### config.mk
export PLATFORM = sky130hd
export DESIGN_NAME = ps2_transmitter
export DESIGN_NICKNAME = d
export VERILOG_FILES = /design/src/rtl/ps2_pkg.sv /design/src/rtl/ps2_line_sync.sv /design/src/rtl/ps2_transmitter.sv
export SDC_FILE = /design/constraint.sdc
export NUM_CORES = 1
export LEC_CHECK = 0
export ABC_AREA = 1
export CAP_MARGIN = 20
export CELL_PAD_IN_SITES_DETAIL_PLACEMENT = 1
export CELL_PAD_IN_SITES_GLOBAL_PLACEMENT = 2
export CORE_ASPECT_RATIO = 0.8
export CORE_UTILIZATION = 36
export DETAILED_ROUTE_END_ITERATION = 7
export HOLD_SLACK_MARGIN = 0.02
export PLACE_DENSITY_LB_ADDON = 0.1
export SYNTH_ARGS = -nofsm -noshare
export SYNTH_HDL_FRONTEND = slang
export SYNTH_SLANG_ARGS = --single-unit
### constraint.sdc
create_clock -name clk -period 4 [get_ports clk]
set_input_delay 0.6 -clock clk [delete_from_list [all_inputs] [get_ports clk]]
set_output_delay 0.6 -clock clk [all_outputs]
set_load 0.01 [all_outputs]
### src/rtl/ps2_pkg.sv
`default_nettype none
// +--------------------------------------------------------------------------+
// | ps2_pkg : shared PS/2 types, default tick constants and parity helper    |
// | Rev 1.0                                                                  |
// +--------------------------------------------------------------------------+
package ps2_pkg;

    typedef enum logic [2:0] {
        S_IDLE    = 3'd0,
        S_INHIBIT = 3'd1,
        S_REQ     = 3'd2,
        S_SHIFT   = 3'd3,
        S_ACK     = 3'd4,
        S_WAITREL = 3'd5,
        S_FINISH  = 3'd6,
        S_FAIL    = 3'd7
    } ps2_tx_state_t;

    localparam int c_default_inhibit_ticks  = 12;
    localparam int c_default_start_to_ticks = 1500;
    localparam int c_default_xfer_to_ticks  = 200;

    function automatic logic ps2_odd_parity(input logic [7:0] data);
        return ~^data;
    endfunction

endpackage
`default_nettype wire

### src/rtl/ps2_line_sync.sv
`default_nettype none
// +--------------------------------------------------------------------------+
// | ps2_line_sync : 2-flop synchronizer with falling-edge detect             |
// | Rev 1.0                                                                  |
// +--------------------------------------------------------------------------+
module ps2_line_sync
    import ps2_pkg::*;
(
    input  logic clk,
    input  logic res,
    input  logic i_pin,
    output logic o_level,
    output logic o_fall
);

    logic r_meta;
    logic r_sync;
    logic r_prev;

    // Idle PS/2 lines float high, so reset to 1 to avoid a false edge.
    always_ff @(posedge clk or posedge res) begin
        if (res) begin
            r_meta <= 1'b1;
            r_sync <= 1'b1;
            r_prev <= 1'b1;
        end else begin
            r_meta <= i_pin;
            r_sync <= r_meta;
            r_prev <= r_sync;
        end
    end

    assign o_level = r_sync;
    assign o_fall  = r_prev & ~r_sync;

endmodule
`default_nettype wire

### src/rtl/ps2_transmitter.sv
`default_nettype none
// +--------------------------------------------------------------------------+
// | ps2_transmitter : host-to-device PS/2 command byte sender with ack check |
// | Rev 1.0                                                                  |
// +--------------------------------------------------------------------------+
module ps2_transmitter
    import ps2_pkg::*;
#(
    parameter int INHIBIT_TICKS  = c_default_inhibit_ticks,
    parameter int START_TO_TICKS = c_default_start_to_ticks,
    parameter int XFER_TO_TICKS  = c_default_xfer_to_ticks
)(
    input  logic       clk,
    input  logic       res,
    input  logic       tim_tick,
    input  logic [7:0] tx_data,
    input  logic       tx_start,
    input  logic       ps2_clk_in,
    input  logic       ps2_data_in,
    output logic       ps2_clk_oe,
    output logic       ps2_data_oe,
    output logic       busy,
    output logic       done,
    output logic       ack_ok,
    output logic       err
);

    localparam int c_max_ab   = (INHIBIT_TICKS > START_TO_TICKS) ? INHIBIT_TICKS : START_TO_TICKS;
    localparam int c_max_tick = (c_max_ab > XFER_TO_TICKS) ? c_max_ab : XFER_TO_TICKS;
    localparam int c_tmr_w    = $clog2(c_max_tick);

    localparam logic [c_tmr_w-1:0] c_inhibit_last = c_tmr_w'(INHIBIT_TICKS - 1);
    localparam logic [c_tmr_w-1:0] c_start_last   = c_tmr_w'(START_TO_TICKS - 1);
    localparam logic [c_tmr_w-1:0] c_xfer_last    = c_tmr_w'(XFER_TO_TICKS - 1);
    localparam logic [c_tmr_w-1:0] c_tmr_one      = c_tmr_w'(1);

    ps2_tx_state_t       r_state,   w_state_nx;
    logic [c_tmr_w-1:0]  r_timer,   w_timer_nx;
    logic [3:0]          r_bit_cnt, w_bit_cnt_nx;
    logic [9:0]          r_shift,   w_shift_nx;
    logic                r_clk_oe,  w_clk_oe_nx;
    logic                r_data_oe, w_data_oe_nx;
    logic                r_busy,    w_busy_nx;
    logic                r_done,    w_done_nx;
    logic                r_ack_ok,  w_ack_ok_nx;
    logic                r_err,     w_err_nx;

    logic w_clk_lvl, w_clk_fall;
    logic w_data_lvl, w_data_fall;
    logic w_xfer_to;

    ps2_line_sync u_clk_sync (
        .clk     (clk),
        .res     (res),
        .i_pin   (ps2_clk_in),
        .o_level (w_clk_lvl),
        .o_fall  (w_clk_fall)
    );

    ps2_line_sync u_data_sync (
        .clk     (clk),
        .res     (res),
        .i_pin   (ps2_data_in),
        .o_level (w_data_lvl),
        .o_fall  (w_data_fall)
    );

    assign w_xfer_to = tim_tick && (r_timer == c_xfer_last);

    always_ff @(posedge clk or posedge res) begin
        if (res) begin
            r_state   <= S_IDLE;
            r_timer   <= '0;
            r_bit_cnt <= 4'd0;
            r_shift   <= 10'd0;
            r_clk_oe  <= 1'b0;
            r_data_oe <= 1'b0;
            r_busy    <= 1'b0;
            r_done    <= 1'b0;
            r_ack_ok  <= 1'b0;
            r_err     <= 1'b0;
        end else begin
            r_state   <= w_state_nx;
            r_timer   <= w_timer_nx;
            r_bit_cnt <= w_bit_cnt_nx;
            r_shift   <= w_shift_nx;
            r_clk_oe  <= w_clk_oe_nx;
            r_data_oe <= w_data_oe_nx;
            r_busy    <= w_busy_nx;
            r_done    <= w_done_nx;
            r_ack_ok  <= w_ack_ok_nx;
            r_err     <= w_err_nx;
        end
    end

    always_comb begin
        w_state_nx   = r_state;
        w_timer_nx   = r_timer;
        w_bit_cnt_nx = r_bit_cnt;
        w_shift_nx   = r_shift;
        w_clk_oe_nx  = r_clk_oe;
        w_data_oe_nx = r_data_oe;
        w_busy_nx    = r_busy;
        w_done_nx    = 1'b0;
        w_ack_ok_nx  = r_ack_ok;
        w_err_nx     = r_err;

        case (r_state)
            S_IDLE: begin
                w_clk_oe_nx  = 1'b0;
                w_data_oe_nx = 1'b0;
                // A start landing on the done pulse belongs to the old transfer.
                if (tx_start && !r_done) begin
                    w_state_nx  = S_INHIBIT;
                    w_clk_oe_nx = 1'b1;
                    w_busy_nx   = 1'b1;
                    w_ack_ok_nx = 1'b0;
                    w_err_nx    = 1'b0;
                    w_timer_nx  = '0;
                    w_shift_nx  = {1'b1, ps2_odd_parity(tx_data), tx_data};
                end
            end
            S_INHIBIT: begin
                // Data is pulled low one cycle before the clock is released.
                if (r_data_oe) begin
                    w_clk_oe_nx = 1'b0;
                    w_timer_nx  = '0;
                    w_state_nx  = S_REQ;
                end else if (tim_tick) begin
                    if (r_timer == c_inhibit_last) begin
                        w_data_oe_nx = 1'b1;
                    end else begin
                        w_timer_nx = r_timer + c_tmr_one;
                    end
                end
            end
            S_REQ: begin
                if (tim_tick && (r_timer == c_start_last)) begin
                    w_state_nx = S_FAIL;
                end else if (w_clk_fall) begin
                    w_bit_cnt_nx = 4'd0;
                    w_timer_nx   = '0;
                    w_state_nx   = S_SHIFT;
                end else if (tim_tick) begin
                    w_timer_nx = r_timer + c_tmr_one;
                end
            end
            S_SHIFT: begin
                if (w_xfer_to) begin
                    w_state_nx = S_FAIL;
                end else begin
                    if (tim_tick) w_timer_nx = r_timer + c_tmr_one;
                    if (w_clk_fall) begin
                        w_data_oe_nx = ~r_shift[0];
                        w_shift_nx   = {1'b0, r_shift[9:1]};
                        w_bit_cnt_nx = r_bit_cnt + 4'd1;
                        if (r_bit_cnt == 4'd9) w_state_nx = S_ACK;
                    end
                end
            end
            S_ACK: begin
                if (w_xfer_to) begin
                    w_state_nx = S_FAIL;
                end else begin
                    if (tim_tick) w_timer_nx = r_timer + c_tmr_one;
                    if (w_clk_fall) begin
                        if (!w_data_lvl) begin
                            w_ack_ok_nx = 1'b1;
                            w_state_nx  = S_WAITREL;
                        end else begin
                            w_state_nx = S_FAIL;
                        end
                    end
                end
            end
            S_WAITREL: begin
                if (w_xfer_to) begin
                    w_state_nx = S_FAIL;
                end else begin
                    if (tim_tick) w_timer_nx = r_timer + c_tmr_one;
                    if (w_clk_lvl && w_data_lvl) w_state_nx = S_FINISH;
                end
            end
            S_FINISH: begin
                w_done_nx  = 1'b1;
                w_busy_nx  = 1'b0;
                w_state_nx = S_IDLE;
            end
            S_FAIL: begin
                w_clk_oe_nx  = 1'b0;
                w_data_oe_nx = 1'b0;
                w_err_nx     = 1'b1;
                w_done_nx    = 1'b1;
                w_busy_nx    = 1'b0;
                w_state_nx   = S_IDLE;
            end
            default: begin
                w_state_nx = S_IDLE;
            end
        endcase
    end

    assign ps2_clk_oe  = r_clk_oe;
    assign ps2_data_oe = r_data_oe;
    assign busy        = r_busy;
    assign done        = r_done;
    assign ack_ok      = r_ack_ok;
    assign err         = r_err;

endmodule
`default_nettype wire

* Word level (Yosys, flattened, before mapping) *
Cells that the tools add are included.
W data, S select, Z words.

cells by class
  reductions and logical operators = 27
  bitwise gates (word level) = 3
  order comparisons = 0
  add/subtract/negate cells = 2
  eq/ne operators = 28
  divide/modulo/power cells = 0
  shifts and indexed selects = 0
  muxes and demuxes = 49
  $mul = 0

operators with widths
  kind                     count
  $mux W11                 8
  $pmux W11 S4             1
  $mux W3                  11
  $mux W10                 3
  $pmux W3 S7              1
  $pmux W10 S2             1
  $mux W4                  4
  $ne A2 B2 Y1 const B     7
  $mux W1                  13
  $eq A3 B3 Y1 const B     4
  $ne A3 B3 Y1 const B     4
  $add A11 B1 Y11 const B  1
  $eq A11 B11 Y1 const B   1
  $eq A11 B4 Y1 const B    1
  $eq A11 B8 Y1 const B    1
  $reduce_and A5 Y1        2
  $reduce_bool A2 Y1       5
  $ne A3 B2 Y1 const B     3
  $pmux W4 S2              1
  $reduce_xnor A8 Y1       1
  $reduce_and A7 Y1        1
  $eq A3 B2 Y1 const B     2
  $ne A2 B1 Y1 const B     3
  $pmux W1 S2              3
  other kinds (18)         27

word-level totals
  memories = 0
  bits in read-only memories = 0
  input bits = 14
  bits in registers = 39
  word-level logic and storage cells = 124
  output and inout port bits = 6
  memory bits (writable) = 0
  latch bits = 0

* Depth between registers and ports, before layout *
  depth after elaboration = 5
  depth in mapped cells = 12
  depth with buffers taken out = 11

* Modules after synthesis *
From an unflattened synthesis, not the netlist that was laid out.

second synthesis, totals
  cells, all modules = 440
  area, all modules = 2901.5 sq um

by module, submodules not included
  module           cells each  instances  sequential area each (sq um)  area an instance (sq um)
  ps2_transmitter  428         1          850.8                         2716.4
  ps2_line_sync    6           2          78.8                          92.6

* Least setup slack after synthesis *
OpenSTA, ideal clock, no wires.

  path kind = flip-flop to flip-flop
  start = register r_timer[0]
  end = register r_shift[0]
  path buffers = 1
  data required time = 3883 ps
  stages on the path, launching flop included = 10
  library setup time = 117 ps
  arrival = 1409 ps
  slack = 2473 ps
  period minus slack after synthesis = 1527 ps
  path through = dfrtp_1 -> ha_1 -> nand2_1 -> nor2_2 -> nand4_4 -> nand2_4 -> inv_6 -> buf_12 -> nand2_2 -> o21ai_2

on the way
  word-level cells in the longest chain between the ends = 4

RTL lines
  item                         RTL line               source
  from (decl)                  ps2_transmitter.sv:38  logic [c_tmr_w-1:0] r_timer, w_timer_nx;
  from (signal assigned)       ps2_transmitter.sv:84  r_timer <= w_timer_nx;
  $eq A11 B8 Y1                ps2_transmitter.sv:68  assign w_xfer_to = tim_tick && (r_timer == c_xfer_last);
  $logic_and A1 B1 Y1          ps2_transmitter.sv:68
  $ne A2 B2 Y1 (no line)       n/a
  $reduce_and A4 Y1 (no line)  n/a
  to (signal assigned)         ps2_transmitter.sv:86  r_shift <= w_shift_nx;
  to (decl)                    ps2_transmitter.sv:40  logic [9:0] r_shift, w_shift_nx;

No other way between the ends.
A chain may end at the register's enable or synchronous reset.

* Worst setup path in the final report *
  start = input port tim_tick
  end = register r_timer[1]

on the way
  word-level cells in the longest chain between the ends = 4
  elaborated cells on any way between the ends = 11
  classes of those cells = eq/ne (3); mux (5); reduce/logical (3)

RTL lines
  item                    RTL line               source
  from (decl)             ps2_transmitter.sv:15  input logic tim_tick,
  $mux W11 (3 in series)  n/a
  $pmux W11 S4            n/a

Several ways; a longest one is shown, not always the timed one. The select of a mux whose other input is x is not followed.

==> impl_metrics.env <==
export IMPL_clk_path_buf_depth=2
export IMPL_cp_end_kind="flip-flop"
export IMPL_maxSlewHeadroom=0.6027
export IMPL_ff_latch_area_um2=982.2
export IMPL_worst_ir_drop_vdd_mv=0.2459
export IMPL_n_fill_cell=969
export IMPL_dr_pass1_iters=4
export IMPL_ios=20
export IMPL_grt_max_degree=40
export IMPL_ys_seq_area_frac=0.3552
export IMPL_synthCells=403
export IMPL_cts_sinks=39
export IMPL_drive_gt1_frac=0.1169
export IMPL_r2r_start="r_state[2]"
export IMPL_p_leak_nw=1.584
export IMPL_p_per_area_nw_per_um2=616.3
export IMPL_fp_coreArea_um2=7427
export IMPL_max_cap_violations=0
export IMPL_synth_warnings=0
export IMPL_start_util=0.3723
export IMPL_holdBufCountCts=0
export IMPL_timing_fmax_mhz=440.7
export IMPL_cts_setup_buffers=0
export IMPL_portBuffers=19
export IMPL_hold_depth=0
export IMPL_cts_tree="built"
export IMPL_wl_per_cell_um=13.57
export IMPL_slew_violations=0
export IMPL_tightest_slew_ns=0.5940
export IMPL_syn_area_um2=2765
export IMPL_worstHoldEndpoint="u_clk_sync.o_level"
export IMPL_cts_root_buf="clkbuf_8"
export IMPL_hp_start="u_clk_sync.r_meta"
export IMPL_rows=28
export IMPL_avgSynthCellArea_um2=6.861
export IMPL_final_common_cell="nand2_1"
export IMPL_worstSetupPathType="in -> reg"
export IMPL_first_global_vias=2477
export IMPL_cts_buffers=5
export IMPL_reg2reg_to="r_timer[1]"
export IMPL_rsz0062_at_grt="no"
export IMPL_clock_latency_ns=0.30
export IMPL_crit_required_ns=4.23
export IMPL_clock_skew_ns=0.01590
export IMPL_synth_top_area_frac=0.3077
export IMPL_tns_ns=0
export IMPL_cp_data_arrival_time_ns=2.50
export IMPL_min_path_type="reg -> reg"
export IMPL_outcome="finished clean"
export IMPL_fp_dieW_um=99.99
export IMPL_drt_iter0_markers=76
export IMPL_startpoint_type="input port"
export IMPL_crit_start="tim_tick"
export IMPL_syn_to_final_growth_pct=12.62
export IMPL_pre_cts_slack_ns=1.383
export IMPL_setup_ws_ns=1.731
export IMPL_synth_fp_nets=420
export IMPL_fin_crit_sh=0.5673
export IMPL_postRouteAntennaNets=0
export IMPL_grt_pass1_wl_um=12160
export IMPL_cp_max_fo=15
export IMPL_grtUsageTotal=0.1952
export IMPL_die_height_um=80.39
export IMPL_grt_overflow_total=0
export IMPL_num_vias=2462
export IMPL_ys_top_cells_by_area="dfrtp_1, nand2_1, nand3_1"
export IMPL_setup_viol=0
export IMPL_clk_pin_slew_ns=0.09
export IMPL_ys_types=39
export IMPL_grt_antenna_before_repair=0
export IMPL_post_dp_hpwl_um=5311
export IMPL_yosys_area_top_type="dfrtp_1"
export IMPL_ff2ff_setup_slack_ns=1.79
export IMPL_fp_dieArea_um2=8038
export IMPL_multi_input_area_um2=1489
export IMPL_reg2reg_depth=8
export IMPL_cts_resized=0
export IMPL_fin_crit_ns=2.269
export IMPL_viasPerCell=4.698
export IMPL_ys_ff_latch=39
export IMPL_gp_congestion=0.7704
export IMPL_drt_wl_total_um=7109
export IMPL_htree_levels=2
export IMPL_num_nets_final=435
export IMPL_diodes=0
export IMPL_finalHoldViolations=0
export IMPL_drc_errors=0
export IMPL_final_cell_mix="nand2_1, inv_1, dfrtp_1"
-- worst max-delay path, cell delays in order --
cell             delay, ns
clkdlybuf4s50_1       0.71
nand2_1               0.22
nor2_2                0.08
nand4_1               0.13
nand3_1               0.10
nor2_2                0.46
nand2_1               0.11
nand2_1               0.08
-- per-layer routing --
| layer | vias to the layer above | global-route usage | share of wire |
|---|---|---|---|
| met4 | 0 | 0.04348 | 0.0070 |
| met1 | 1160 | 0.2879 | 0.55 |
| met5 | - | 0 | 0 |
| met3 | 4 | 0.02698 | 0.016 |
| li1 | 1281 | - | - |
| met2 | 17 | 0.3007 | 0.43 |
-- report_power, final --
part           internal, mW  switching (mW)  leakage (nW)
Clock                 0.249           0.155        0.0644
Sequential            0.513           0.133         0.493
Combinational         0.299           0.569          1.03
-- final cells by class --
class,instances,share of cell area
multi-input combinational,306,0.4781
sequential,39,0.3154
timing repair buffer,20,0.06348
inverter,46,0.05705
tap,105,0.04219
clock buffer,5,0.02210
clock inverter,3,0.02170
-- synthesized netlist by cell type --
cell type and instances:
clkinv_1 1, nor3_4 1, nand3_1 32, o31ai_1 1, nor3_1 1, or2_0 1
nor2_1 28, clkbuf_1 1, nand2_4 3, o21ai_2 7, buf_6 6, nand4_4 1
inv_1 38, buf_2 2, o22ai_1 1, buf_4 2, nand3_2 3, inv_2 6
dfrtp_1 34, nand2_2 3, xor2_1 2, dfstp_2 5, a21oi_1 5, buf_12 1
nand3_4 1, inv_6 1, xnor2_1 6, o21ai_4 1, nor2_4 3, nand4_1 2
or2_2 2, o21ai_0 16, nand2_1 173, o211ai_1 2, nor2_2 3, ha_1 3
nand3b_1 1, o21ai_1 3, and2_1 1
-- worst max-delay path by stage --
stage                     slack, ns           to  cells past startpoint
after floorplan                2.47   r_shift[0]                      9
after global placement         1.47   r_timer[1]                      6
after detailed placement       1.38  r_timer[10]                      8
after CTS                      1.69   r_timer[1]                      8
after global routing           1.51   r_timer[1]                      8
final                          1.73   r_timer[1]                      8
-- cell families after synthesis --
| group | count (synthesis) | share of synthesized area |
|---|---|---|
| AOI/OAI and AO/OA | 36 | 0.08190 |
| xor gates and xnor gates | 8 | 0.02534 |
| adders and majority gates | 3 | 0.01358 |
| buffers and inverters | 58 | 0.1063 |
| DFF | 39 | 0.3552 |
| and+or+nand+nor | 259 | 0.4176 |
-- stage by stage --
step           total power, mW  hold WS (ns)    util  cell area, um2  cells
6_report                 1.919        0.3592  0.4193            3114    524
5_1_grt                  2.105        0.3637  0.4193            3114    524
4_1_cts                  1.949        0.3612  0.4193            3114    524
3_5_place_dp             1.538        0.3473  0.4009            2978    516
3_3_place_gp             1.511        0.3463  0.4009            2978    516
2_1_floorplan            1.333        0.3452       -            2765    403
-- registers in the layout (all words and copies together) (netlist names), 3 cells and up --
signal	count
r_shift	10
r_bit_cnt	4
r_state	3
r_timer	11
No activity file was read; power rests on OpenSTA's default activity.
